### config.mk
export PLATFORM = sky130hd
export DESIGN_NAME = collision_matrix
export DESIGN_NICKNAME = d
export VERILOG_FILES = /design/src/rtl/collision_matrix.sv
export SDC_FILE = /design/constraint.sdc
export NUM_CORES = 1
export LEC_CHECK = 0
export ABC_AREA = 1
export CAP_MARGIN = 15
export CORE_ASPECT_RATIO = 1.2
export CORE_UTILIZATION = 45
export CTS_CLUSTER_SIZE = 16
export DETAILED_ROUTE_END_ITERATION = 8
export PLACE_DENSITY = 0.77
export REMOVE_ABC_BUFFERS = 1
export SLEW_MARGIN = 0
export SYNTH_ARGS = -nofsm -noshare
export SYNTH_HDL_FRONTEND = slang
export SYNTH_SLANG_ARGS = --single-unit
### constraint.sdc
create_clock -name clk -period 5.08 [get_ports clk]
set_input_delay 0.508 -clock clk [delete_from_list [all_inputs] [get_ports clk]]
set_output_delay 0.508 -clock clk [all_outputs]
set_load 0.03 [all_outputs]
### src/rtl/collision_matrix.sv
// collision_matrix: N-by-M per-pixel collision detector.
// Each frame, an object pulses at most once, on the cycle after its first hit.
// The block also keeps a saturating count of A-hits for the current frame.
module collision_matrix #(
  parameter int NUM_A         = 4,
  parameter int NUM_B         = 8,
  parameter int ONE_HIT_PER_B = 1,
  parameter int COUNT_W       = 4
) (
  input  logic               clk,
  input  logic               resetN,
  input  logic               startOfFrame,
  input  logic               enable,
  input  logic [NUM_A-1:0]   a_req,
  input  logic [NUM_B-1:0]   b_req,
  output logic [NUM_A-1:0]   a_hit_pulse,
  output logic [NUM_B-1:0]   b_hit_pulse,
  output logic               any_hit_pulse,
  output logic [NUM_A-1:0]   a_hit_frame,
  output logic [COUNT_W-1:0] frame_hit_count,
  output logic [COUNT_W-1:0] last_frame_hits
);

  localparam int PC_W  = $clog2(NUM_A + 1);
  // Wide enough for count + popcount even if NUM_A is large relative to COUNT_W.
  localparam int SUM_W = ((COUNT_W + 1) > PC_W) ? (COUNT_W + 1) : (PC_W + 1);
  localparam logic [SUM_W-1:0] MAX_SUM = SUM_W'((1 << COUNT_W) - 1);

  logic [NUM_A-1:0]   r_a_flag;
  logic [NUM_B-1:0]   r_b_flag;
  logic [NUM_A-1:0]   r_a_hit_pulse;
  logic [NUM_B-1:0]   r_b_hit_pulse;
  logic               r_any_hit_pulse;
  logic [COUNT_W-1:0] r_frame_hit_count;
  logic [COUNT_W-1:0] r_last_frame_hits;

  logic [NUM_A-1:0]   w_a_flag_eff;
  logic [NUM_B-1:0]   w_b_flag_eff;
  logic [NUM_B-1:0]   w_b_elig;
  logic [NUM_A-1:0]   w_coll_a;
  logic [NUM_B-1:0]   w_coll_b;
  logic [NUM_A-1:0]   w_new_a;
  logic [NUM_B-1:0]   w_new_b;
  logic [PC_W-1:0]    w_popcount;
  logic [SUM_W-1:0]   w_sum;
  logic [COUNT_W-1:0] w_count_next;

  // The strobe pixel belongs to the new frame, so it sees already-cleared flags.
  assign w_a_flag_eff = startOfFrame ? '0 : r_a_flag;
  assign w_b_flag_eff = startOfFrame ? '0 : r_b_flag;

  // With consumption enabled, a B object that already hit this frame can no longer collide.
  assign w_b_elig = (ONE_HIT_PER_B != 0) ? (b_req & ~w_b_flag_eff) : b_req;

  assign w_coll_a = a_req & {NUM_A{|w_b_elig}};
  assign w_coll_b = w_b_elig & {NUM_B{|a_req}};

  assign w_new_a = {NUM_A{enable}} & w_coll_a & ~w_a_flag_eff;
  assign w_new_b = {NUM_B{enable}} & w_coll_b & ~w_b_flag_eff;

  // Count the A objects that got their first hit this cycle.
  always_comb begin
    w_popcount = '0;
    for (int i = 0; i < NUM_A; i++) begin
      w_popcount = w_popcount + PC_W'(w_new_a[i]);
    end
  end

  // Add the new hits to the running count, or start from zero on the strobe, then saturate.
  always_comb begin
    w_sum = (startOfFrame ? '0 : SUM_W'(r_frame_hit_count)) + SUM_W'(w_popcount);
    if (w_sum > MAX_SUM) begin
      w_count_next = MAX_SUM[COUNT_W-1:0];
    end else begin
      w_count_next = w_sum[COUNT_W-1:0];
    end
  end

  // Register the pulses, the per-frame flags and the counters.
  always_ff @(posedge clk) begin
    if (!resetN) begin
      r_a_flag          <= '0;
      r_b_flag          <= '0;
      r_a_hit_pulse     <= '0;
      r_b_hit_pulse     <= '0;
      r_any_hit_pulse   <= 1'b0;
      r_frame_hit_count <= '0;
      r_last_frame_hits <= '0;
    end else begin
      r_a_flag          <= w_a_flag_eff | w_new_a;
      r_b_flag          <= w_b_flag_eff | w_new_b;
      r_a_hit_pulse     <= w_new_a;
      r_b_hit_pulse     <= w_new_b;
      r_any_hit_pulse   <= |w_new_a;
      r_frame_hit_count <= w_count_next;
      if (startOfFrame) begin
        r_last_frame_hits <= r_frame_hit_count;
      end
    end
  end

  assign a_hit_pulse     = r_a_hit_pulse;
  assign b_hit_pulse     = r_b_hit_pulse;
  assign any_hit_pulse   = r_any_hit_pulse;
  assign a_hit_frame     = r_a_flag;
  assign frame_hit_count = r_frame_hit_count;
  assign last_frame_hits = r_last_frame_hits;

endmodule

# Word-level counts from Yosys, hierarchy flattened
# Cells that the tools add are included.
# word_totals
wordCells	30
register_bits	33
# classes
mux	4
bitwise_logic	11
order_cmp	1
n_addsub	4
reduce_logical	3
# op_table
operator	n
8-bit bitwise AND	4
4-bit bitwise AND	3
4-bit 2-to-1 mux	3
8-bit 2-to-1 mux	1
8-bit inverter	1
8-bit OR	1
4-bit OR reduction	2
8-bit OR reduction	1
4-bit by 3-bit adder with 5-bit output	1
5-bit by 4-bit greater-than comparator with 1-bit output, second input constant	1
4-bit inverter	1
4-bit OR	1
2-bit by 1-bit adder with 3-bit output	1
3-bit by 1-bit adder with 3-bit output	1
1-bit by 1-bit adder with 2-bit output	1

# Depth between registers and ports, before layout
# Gate-level depths: netlist of run 1.
# logic_depth
depth_word	13
ltp_mapped	16

# Worst setup path before layout of run 1
# OpenSTA, ideal clock, no wires.
# synth_timing
kind	in2reg
startpoint	input port startOfFrame
endpoint	register r_frame_hit_count[3] (netlist: frame_hit_count[3])
required_time_ps	5009
cell_stages	14
arrival_ps	2729
path_slack_ps	2281
setup_ps	71
path_cell_list	inv_2 -> buf_12 -> nand2_4 -> nand2_2 -> nand2_2 -> nor2_4 -> nand2_4 -> nand3_2 -> fa_1 -> fa_1 -> fa_1 -> nor2_1 -> nand2_1 -> a21oi_1
# synth_between
elab_chain_len	13
word_cells_on_any_way	16
cone_classes	add/sub (4); order compare (1); mux (4); bitwise (6); reduce/logical (1)
# synth_lines
element	line_no	source
start, declared	12	input logic startOfFrame,
8-bit 2-to-1 mux	50	assign w_b_flag_eff = startOfFrame ? '0 : r_b_flag;
8-bit inverter	53	assign w_b_elig = (ONE_HIT_PER_B != 0) ? (b_req & ~w_b_flag_eff) : b_req;
8-bit bitwise AND	53	
8-bit OR reduction	55	assign w_coll_a = a_req & {NUM_A{|w_b_elig}};
4-bit bitwise AND	55	
4-bit bitwise AND (2 in a row)	58	assign w_new_a = {NUM_A{enable}} & w_coll_a & ~w_a_flag_eff;
1-bit by 1-bit adder with 2-bit output	65	w_popcount = w_popcount + PC_W'(w_new_a[i]);
2-bit by 1-bit adder with 3-bit output	65	
3-bit by 1-bit adder with 3-bit output	65	
4-bit by 3-bit adder with 5-bit output *	71	w_sum = (startOfFrame ? '0 : SUM_W'(r_frame_hit_count)) + SUM_W'(w_popcount);
5-bit by 4-bit greater-than comparator with 1-bit output	72	if (w_sum > MAX_SUM) begin
4-bit 2-to-1 mux *	72	
end signal, assigned	95	r_frame_hit_count <= w_count_next;
end, declared	34	logic [COUNT_W-1:0] r_frame_hit_count;
# Every way passes the cells marked *; elsewhere a longest branch is shown, timed or not.
# A chain may end at the register's enable or synchronous reset.

# Worst setup path after layout of run 1
# layout_timing
startpoint	input port startOfFrame
endpoint	register r_frame_hit_count[2] (netlist: frame_hit_count[2])
# The elaborated chain is that of the path after synthesis.

==> results of run 1 <==
-- area by class of cell --
cell class | instances | area share
Multi-Input combinational cell | 99 | 0.334
Tap cell | 34 | 0.0239
Sequential cell | 33 | 0.371
Timing Repair Buffer | 40 | 0.225
Inverter | 9 | 0.0190
Clock buffer | 8 | 0.0274
-- worst max-delay path: cells and delay by family --
family | cells | cell delay (ns)
adders and majority gates | 3 | 1.28
and+or+nand+nor | 7 | 0.96
buffers and inverters | 2 | 0.88
AOI/OAI and AO/OA | 1 | 0.10
-- layer usage --
metal	global-route usage	vias to the layer above	part of all wire	wire length, um
met2	0.353	29	0.53	1440
met3	0.0864	7	0.053	146
met4	0.104	0	0.026	70
met1	0.200	487	0.39	1080
met5	0	-	0	0
li1	-	560	-	-
-- cells in the mapped netlist, types with 2 or more instances --
cell	n
buf_2	2
o21ai_0	4
nand2_2	11
dfxtp_1	33
fa_1	3
nor2_4	2
nand2_1	23
clkbuf_1	2
o22ai_1	8
inv_2	2
nor2_1	24
inv_1	7
nand3_2	4
a21oi_1	7
nand2_4	6
-- worst max path at each step --
stage / to / slack, ns / depth (start not counted)
3_3_place_gp: frame_hit_count[3]$_SDFF_PN0_ / 1.44 / 14
4_1_cts: frame_hit_count[2]$_SDFF_PN0_ / 1.57 / 13
2_1_floorplan: frame_hit_count[3]$_SDFF_PN0_ / 2.07 / 13
3_5_place_dp: frame_hit_count[2]$_SDFF_PN0_ / 1.20 / 13
5_1_grt: frame_hit_count[3]$_SDFF_PN0_ / 1.36 / 14
6_report: frame_hit_count[2]$_SDFF_PN0_ / 1.52 / 13
-- power groups by stage --
stage               logic [mW]  registers (mW)  clock network (mW)
floorplan               0.0418           0.311                   0
global placement         0.109           0.288                   0
detailed placement       0.112           0.288                   0
CTS                      0.113           0.282               0.140
global route             0.121           0.284               0.153
finish                   0.112           0.282               0.136
-- state kept, by name (all words and copies together) (netlist names) --
signal and count:
a_hit_frame 4, a_hit_pulse 4, any_hit_pulse 1, last_frame_hits 4, b_hit_pulse 8, r_b_flag 8
frame_hit_count 4
-- cells by family (layout without fill, tap and decap cells) --
group	count (synthesis)	after routing	synth area share
and+or+nand+nor	73	73	0.297
xor gates and xnor gates	1	1	0.00660
DFF	33	33	0.498
adders and majority gates	4	4	0.0547
buffers and inverters	14	57	0.0537
AOI/OAI and AO/OA	21	21	0.0905
==> results.sh, run 1 <==
export IMPL_row_count=21
export IMPL_grt_first_pass_wirelength_mm=4.37
export IMPL_power_mw=0.530
export IMPL_final_core_util=0.640
export IMPL_routed_wl_mm=2.73
export IMPL_io_pins=41
export IMPL_fin_crit_sh=0.700
export IMPL_syn_area_mm2=0.00133
export IMPL_timing_hold_ws_ns=0.499
export IMPL_n_fill_cell=265
export IMPL_grt_usage=0.200
export IMPL_p_per_area_mw_per_mm2=297
export IMPL_finalMaxSlewViolations=0
export IMPL_critical_path_cell_chain="clkdlybuf4s50_1 -> inv_2 -> nand2_1 -> nand2_1 -> nand2_2 -> nor2_4 -> nand2_4 -> nand3_2 -> fa_1 -> fa_1 -> fa_1 -> nor3_1 -> a211oi_1"
export IMPL_fmax_mhz=281
export IMPL_drv_cap=0
export IMPL_gr_total_overflow=0
export IMPL_dieHeight_um=61.5
export IMPL_post_cts_buffers=0
export IMPL_ctsResizeCount=0
export IMPL_initial_core_util=0.477
export IMPL_area_growth_pct=34.2
export IMPL_multi_input_area_um2=596
export IMPL_drt_initial_drc_count=22
export IMPL_yosys_warnings=0
export IMPL_end_kind="register"
export IMPL_synth_edf_count=0
export IMPL_max_vdd_ir_drop_mv=0.251
export IMPL_status="complete, no violations"
export IMPL_cp_arrival_ns=3.74
export IMPL_grt_pass1_vias=1010
export IMPL_post_route_min_period_ns=3.56
export IMPL_cts_tree="built"
export IMPL_cts_sinks=33
export IMPL_clk_insertion_delay_late_ns=0.34
export IMPL_synth_cells=146
export IMPL_min_path_cells=2
export IMPL_syn_area_per_cell_um2=9.09
export IMPL_drt_wirelength_per_cell_um=12.2
export IMPL_holdCritStartpoint="r_b_flag[5]$_SDFF_PN0_"
export IMPL_r2r_setup_slack_ns=2.36
export IMPL_final_common_cell="clkdlybuf4s50_1"
export IMPL_power_switching_mw=0.152
export IMPL_cts_clk_slew_worst_paths_ns=0.09
export IMPL_combinationalPowerShare=0.211
export IMPL_numPortBuffers=40
export IMPL_layout_setup_ws_ns=1.52
export IMPL_critPathKind="input port to register"
export IMPL_synthFlopType="dfxtp_1"
export IMPL_hold_end="r_b_flag[5]$_SDFF_PN0_"
export IMPL_nNetsFinal=208
export IMPL_critPathLaunch="startOfFrame"
export IMPL_grt_antenna_before_repair=0
export IMPL_ant_nets=0
export IMPL_setup_viol=0
export IMPL_tightest_slew_ns=0.610
export IMPL_cts_hold_buf=0
export IMPL_dp_cells=215
export IMPL_vias=1083
export IMPL_grt_max_degree=22
export IMPL_crit_slowest_cell="clkdlybuf4s50_1"
export IMPL_async_flop_share=0
export IMPL_place_gp_congestion=0.845
export IMPL_yosysTopAreaCell="dfxtp_1"
export IMPL_synth_top_area_share=0.498
export IMPL_finClkSkew_ns=0.00409
export IMPL_p_int_mw=0.377
export IMPL_hpwlAfterDp_mm=2.06
export IMPL_coreArea_mm2=0.00279
export IMPL_cts_buffers=5
export IMPL_relSlewSlack=0.593
export IMPL_synth_ff_latch_count=33
export IMPL_hold_violations=0
export IMPL_die_area_mm2=0.00317
export IMPL_final_cell_mix="40 x clkdlybuf4s50_1, 33 x dfxtp_1, 24 x nor2_1, 23 x nand2_1, 11 x nand2_2"
export IMPL_hp_class="register to register"
export IMPL_synth_seq_area_share=0.498
export IMPL_slowest_delay_ns=0.48
export IMPL_drtPass1Iterations=4
export IMPL_cts_max_level=2
export IMPL_pwr_share_seq=0.533
export IMPL_dpl_cell_area_mm2=0.00173
export IMPL_drc_errors=0
export IMPL_worstReg2RegStart="r_b_flag[7]$_SDFF_PN0_"
export IMPL_cpMostUsedCell="fa_1"
export IMPL_final_area_mm2=0.00178
export IMPL_ff_latch_area_um2=661
export IMPL_drive_gt1_frac=0.159
export IMPL_die_w_um=51.6
export IMPL_diodes=0
export IMPL_synthTopCellsByArea="dfxtp_1 50%, nor2_1 6.8%, nand2_1 6.5%"
export IMPL_clock_path_buffers=2
export IMPL_clkPwrFrac=0.256
export IMPL_tns_ns=0
export IMPL_vias_per_cell=4.86
export IMPL_post_place_ws_ns=1.20
export IMPL_reg2reg_depth=11
export IMPL_cp_max_fo=21
export IMPL_instances_no_fill=223
export IMPL_setup_worst_path_start_class="input port"
export IMPL_rsz0062_at_grt="false"
export IMPL_synth_cell_types=23
export IMPL_root_buffer="clkbuf_4"
export IMPL_p_leak_nw=0.761
export IMPL_switching_share=0.288
export IMPL_r2r_end="frame_hit_count[2]$_SDFF_PN0_"
export IMPL_worstPathRequired_ns=5.27
(Power assumes the default switching activity.)
==> inputs of run 2 (changes only) <==
clock period = 3.4 ns   (was 5.08 ns; I/O delays follow)
==> run 2 against run 1 <==
  * Setup slack worse by 1.2 ns
  * Clock power is 56% higher
  * Via count is 0.37% higher
  * Register-to-register slack worse by 1.6 ns
  * Die area stayed put
  * Wire length is 4.8% lower
  * Flip-flop and latch count stayed put
  * Core utilization is 0.76 points higher
  * Cell area is 1.2% higher
  * Sequential share of layout area is 0.44 points lower
  * Total power is 51% higher
  * Clock skew is 0.00069 ns lower
  * Largest power group unchanged
  * Highest routed layer unchanged
==> results.sh, run 2 (synthesis results as in run 1) <==
export IMPL_row_count=21
export IMPL_root_buffer="clkbuf_4"
export IMPL_routed_wl_mm=2.60
export IMPL_dp_cells=217
export IMPL_setup_worst_path_start_class="input port"
export IMPL_initial_core_util=0.477
export IMPL_cp_max_fo=9
export IMPL_grt_usage=0.194
export IMPL_vias=1087
export IMPL_tightest_slew_ns=0.605
export IMPL_grt_max_degree=22
export IMPL_gr_total_overflow=0
export IMPL_status="complete, no violations"
export IMPL_finalMaxSlewViolations=0
export IMPL_end_kind="register"
export IMPL_grt_antenna_before_repair=0
export IMPL_ant_nets=0
export IMPL_max_vdd_ir_drop_mv=0.315
export IMPL_dieHeight_um=61.5
export IMPL_hpwlAfterDp_mm=2.02
export IMPL_finClkSkew_ns=0.00339
export IMPL_drt_initial_drc_count=19
export IMPL_cts_clk_slew_worst_paths_ns=0.09
export IMPL_fmax_mhz=323
export IMPL_cts_hold_buf=0
export IMPL_post_route_min_period_ns=3.10
export IMPL_r2r_setup_slack_ns=0.74
export IMPL_clk_insertion_delay_late_ns=0.33
export IMPL_grt_first_pass_wirelength_mm=4.33
export IMPL_final_area_mm2=0.00180
export IMPL_io_pins=41
export IMPL_fin_crit_sh=0.911
export IMPL_cp_arrival_ns=3.35
export IMPL_grt_pass1_vias=1024
export IMPL_cts_buffers=5
export IMPL_drive_gt1_frac=0.174
export IMPL_numPortBuffers=40
export IMPL_worstPathRequired_ns=3.66
export IMPL_critPathKind="input port to register"
export IMPL_setup_viol=0
export IMPL_coreArea_mm2=0.00279
export IMPL_die_w_um=51.6
export IMPL_dpl_cell_area_mm2=0.00175
export IMPL_drt_wirelength_per_cell_um=11.6
export IMPL_drtPass1Iterations=4
export IMPL_nNetsFinal=210
export IMPL_place_gp_congestion=0.850
export IMPL_drc_errors=0
export IMPL_final_cell_mix="40 x clkdlybuf4s50_1, 33 x dfxtp_1, 24 x nor2_1, 23 x nand2_1, 11 x nand2_2"
export IMPL_area_growth_pct=35.8
export IMPL_hp_class="register to register"
export IMPL_diodes=0
export IMPL_instances_no_fill=224
export IMPL_clock_path_buffers=2
export IMPL_rsz0062_at_grt="false"
export IMPL_ctsResizeCount=0
export IMPL_relSlewSlack=0.596
export IMPL_n_fill_cell=251
export IMPL_post_cts_buffers=0
export IMPL_die_area_mm2=0.00317
export IMPL_final_common_cell="clkdlybuf4s50_1"
export IMPL_vias_per_cell=4.85
export IMPL_p_leak_nw=0.775
export IMPL_hold_violations=0
export IMPL_cts_sinks=33
export IMPL_cts_tree="built"
export IMPL_drv_cap=0
export IMPL_p_per_area_mw_per_mm2=445
export IMPL_cts_max_level=2
[run 2: cell types whose count changed in the layout (fill, tap and decap cells not counted), sizes merged]
cell / delta
buf: +2
clkbuf: -1
[run 2: layout make-up]
class                   instances  area [um^2]  area share
flip-flops and latches         33          661       0.366
multi-input cells              99          596       0.330
repair buffers                 42          415       0.230
clock buffers                   7         55.1      0.0305
well taps                      34         42.5      0.0236
inverters                       9         33.8      0.0187
[run 2: routing by layer]
metal	track usage	share of wire
met5	0	0
met4	0.104	0.023
met3	0.0691	0.057
met2	0.341	0.52
met1	0.204	0.40
[run 2: path summary, 6_finish.rpt]
path / cells after the start / startpoint / to
worst max register to register: 12 / r_b_flag[5]$_SDFF_PN0_ / frame_hit_count[3]$_SDFF_PN0_
worst min register to register: 2 / r_b_flag[7]$_SDFF_PN0_ / r_b_flag[7]$_SDFF_PN0_
worst max-delay path: 14 / startOfFrame / frame_hit_count[3]$_SDFF_PN0_
worst min-delay path: 2 / r_b_flag[7]$_SDFF_PN0_ / r_b_flag[7]$_SDFF_PN0_
[run 2: power breakdown]
part	internal, mW	switching, mW	leakage, nW
clock network	0.0974	0.115	0.0314
logic	0.0730	0.0954	0.473
registers	0.410	0.0115	0.271
total	0.580	0.222	0.775
[run 2: critical path, cell delays in order]
cell and delay, ns:
clkdlybuf4s50_1 0.44, inv_2 0.25, nand2_1 0.11, nand2_1 0.13
nand2_2 0.08, nor2_4 0.12, nand2_4 0.09, nand3_2 0.10
fa_1 0.45, fa_1 0.42, fa_1 0.43, nor2_1 0.12
nand2_1 0.10, a21oi_1 0.15
[run 2: per-stage QoR]
stage	setup slack (ns)	utilization	TNS (ns)	hold slack, ns	total power, mW
finish	0.302	0.647	0	0.494	0.802
global route	0.0900	0.647	0	0.518	0.848
CTS	0.300	0.647	0	0.498	0.813
detailed placement	-0.0523	0.628	-0.157	0.483	0.600
global placement	0.0937	0.628	0	0.470	0.595
floorplan	0.554	-	0	0.462	0.527
==> inputs of run 3 (changes only) <==
CORE_UTILIZATION = 41   (was 45)
CTS_CLUSTER_DIAMETER = 150   (was unset)
PLACE_DENSITY = 0.74   (was 0.77)
SKIP_LAST_GASP = 1   (was unset)
clock period = 2.77 ns   (was 3.4 ns; I/O delays follow)
==> run 3 against run 2 <==
  * Die area rose by 9.4%
  * Non-clock buffer count is 19 higher
  * First-iteration DRC count shrank 37%
  * Register-to-register slack worse by 0.44 ns
  * Critical path depth is 2 lower
  * Sequential share of layout area shrank 3.2 points
  * Sequential power increased by 23%
  * Setup slack worse by 0.0066 ns
  * Core utilization fell by 0.69 points
  * Via count rose by 9.0%
  * Highest routed layer unchanged
==> results.sh, run 3 (synthesis results as in run 1) <==
export IMPL_p_leak_nw=0.878
export IMPL_diodes=0
export IMPL_tightest_slew_ns=0.657
export IMPL_cts_max_level=2
export IMPL_cts_sinks=33
export IMPL_highest_layer="met4"
export IMPL_hp_class="input port to register"
export IMPL_dr_wl_met3_um=152
export IMPL_reg2reg_depth=12
export IMPL_drtPass1Iterations=4
export IMPL_routed_wl_mm=2.95
export IMPL_nNetsFinal=229
export IMPL_grt_pass1_vias=1172
export IMPL_wl_met1_mm=1.19
export IMPL_cts_buffers=5
export IMPL_numPortBuffers=40
export IMPL_max_vdd_ir_drop_mv=0.443
export IMPL_drc_errors=0
export IMPL_hpwlAfterDp_mm=2.32
export IMPL_drt_wirelength_per_cell_um=12.0
export IMPL_cp_arrival_ns=2.75
export IMPL_end_kind="register"
export IMPL_grt_antenna_before_repair=0
export IMPL_final_common_cell="clkdlybuf4s50_1"
export IMPL_clk_insertion_delay_late_ns=0.35
export IMPL_cpMostUsedCell="nand2_1"
export IMPL_io_pins=41
export IMPL_coreArea_mm2=0.00308
export IMPL_die_w_um=53.9
export IMPL_post_route_min_period_ns=2.47
export IMPL_dieHeight_um=64.3
export IMPL_drv_cap=0
export IMPL_critPathKind="register to register"
export IMPL_ant_nets=0
export IMPL_dr_wl_met2_mm=1.52
export IMPL_drive_gt1_frac=0.263
export IMPL_status="complete, no violations"
export IMPL_vias=1185
export IMPL_hold_end="r_b_flag[3]$_SDFF_PN0_"
export IMPL_worstPathRequired_ns=3.05
export IMPL_critical_path_cell_chain="nand2_1 -> nand2_1 -> nand2_2 -> nor2_4 -> nand2_4 -> nand3_2 -> fa_1 -> fa_2 -> fa_2 -> nor2_1 -> nand2_1 -> a21oi_1"
export IMPL_drt_initial_drc_count=12
export IMPL_cp_max_fo=4
export IMPL_root_buffer="clkbuf_4"
export IMPL_cts_tree="built"
export IMPL_finalMaxSlewViolations=0
export IMPL_finClkSkew_ns=0.00507
export IMPL_hold_violations=0
export IMPL_vias_per_cell=4.84
export IMPL_multi_input_area_um2=604
export IMPL_tns_ns=0
export IMPL_fmax_mhz=404
export IMPL_cts_clk_slew_worst_paths_ns=0.10
export IMPL_grt_max_degree=22
export IMPL_rsz0062_at_grt="false"
export IMPL_layout_setup_ws_ns=0.296
export IMPL_die_area_mm2=0.00347
export IMPL_relSlewSlack=0.561
export IMPL_gr_total_overflow=0
export IMPL_r2r_setup_slack_ns=0.30
export IMPL_p_per_area_mw_per_mm2=520
export IMPL_initial_core_util=0.431
export IMPL_worstReg2RegStart="r_b_flag[5]$_SDFF_PN0_"
export IMPL_r2r_end="frame_hit_count[0]$_SDFF_PN0_"
export IMPL_row_count=22
export IMPL_slowest_delay_ns=0.44
export IMPL_place_gp_congestion=0.787
export IMPL_n_fill_cell=260
export IMPL_crit_slowest_cell="fa_1"
export IMPL_grt_usage=0.214
export IMPL_setup_worst_path_start_class="register"
export IMPL_post_place_ws_ns=-0.458
export IMPL_ff_latch_area_um2=661
export IMPL_grt_first_pass_wirelength_mm=5.13
export IMPL_final_cell_mix="39 x clkdlybuf4s50_1, 33 x dfxtp_1, 24 x nor2_1, 23 x nand2_1, 20 x buf_4"
export IMPL_holdCritStartpoint="startOfFrame"
export IMPL_clock_path_buffers=2
export IMPL_min_path_cells=4
export IMPL_setup_viol=0
export IMPL_fin_crit_sh=0.893
export IMPL_area_growth_pct=48.7
export IMPL_cts_hold_buf=0
-- run 3: changes by cell type in the layout (fill, tap and decap cells not counted) --
cell             before  now
dlymetal6s2s_1        0    1
buf_12                0    1
clkdlybuf4s50_1      40   39
fa_2                  0    2
fa_1                  3    1
a21oi_2               0    1
buf_4                 2   20
a21oi_1               7    6
inv_4                 0    1
inv_2                 2    1
-- run 3: cell type report --
cell class,count,area share
well taps,36,0.0228
repair buffers,61,0.290
clock buffers,7,0.0279
multi-input cells,99,0.306
inverters,9,0.0184
flip-flops and latches,33,0.335
-- run 3: stage by stage --
step	total power, mW	instance area, um^2	hold slack (ns)	std cells	util
after global placement	0.754	1910	0.479	238	0.618
final	1.03	1970	0.349	245	0.640
after CTS	1.04	1970	0.507	245	0.638
after global routing	1.08	1970	0.389	245	0.640
after floorplan	0.647	1290	0.413	141	-
after detailed placement	0.761	1910	0.493	238	0.618
-- run 3: critical path, delay by kind of cell (launching register included) --
kind | cells | cell delay, ns
compound gates | 1 | 0.16
fa+ha+maj | 3 | 1.17
flops | 1 | 0.33
simple gates | 8 | 0.74
-- run 3: routing by layer --
layer	vias up	global-route usage
met4	0	0.178
met5	-	0
met2	31	0.332
met1	553	0.230
li1	593	-
met3	8	0.0619
-- run 3: worst max path at each step --
stage,startpoint,endpoint,cells past startpoint
2_1_floorplan,startOfFrame,frame_hit_count[3]$_SDFF_PN0_,13
3_3_place_gp,startOfFrame,frame_hit_count[1]$_SDFF_PN0_,15
3_5_place_dp,startOfFrame,frame_hit_count[0]$_SDFF_PN0_,15
4_1_cts,startOfFrame,frame_hit_count[0]$_SDFF_PN0_,15
5_1_grt,r_b_flag[5]$_SDFF_PN0_,frame_hit_count[1]$_SDFF_PN0_,12
6_report,r_b_flag[5]$_SDFF_PN0_,frame_hit_count[0]$_SDFF_PN0_,12
-- run 3: where the power goes --
part           internal (mW)  total, mW  switching, mW
logic                  0.109      0.232          0.123
clock network          0.120      0.277          0.158
registers              0.503      0.518         0.0151
total                  0.732       1.03          0.296
-- run 3: repair_timing --
| action | 4_1_cts | 5_1_grt |
|---|---|---|
| endpoints found under the setup margin | 4 | 4 |
| pin swaps | 0 | 0 |
| resized for setup | 2 | 3 |
| setup buffers | 0 | 0 |
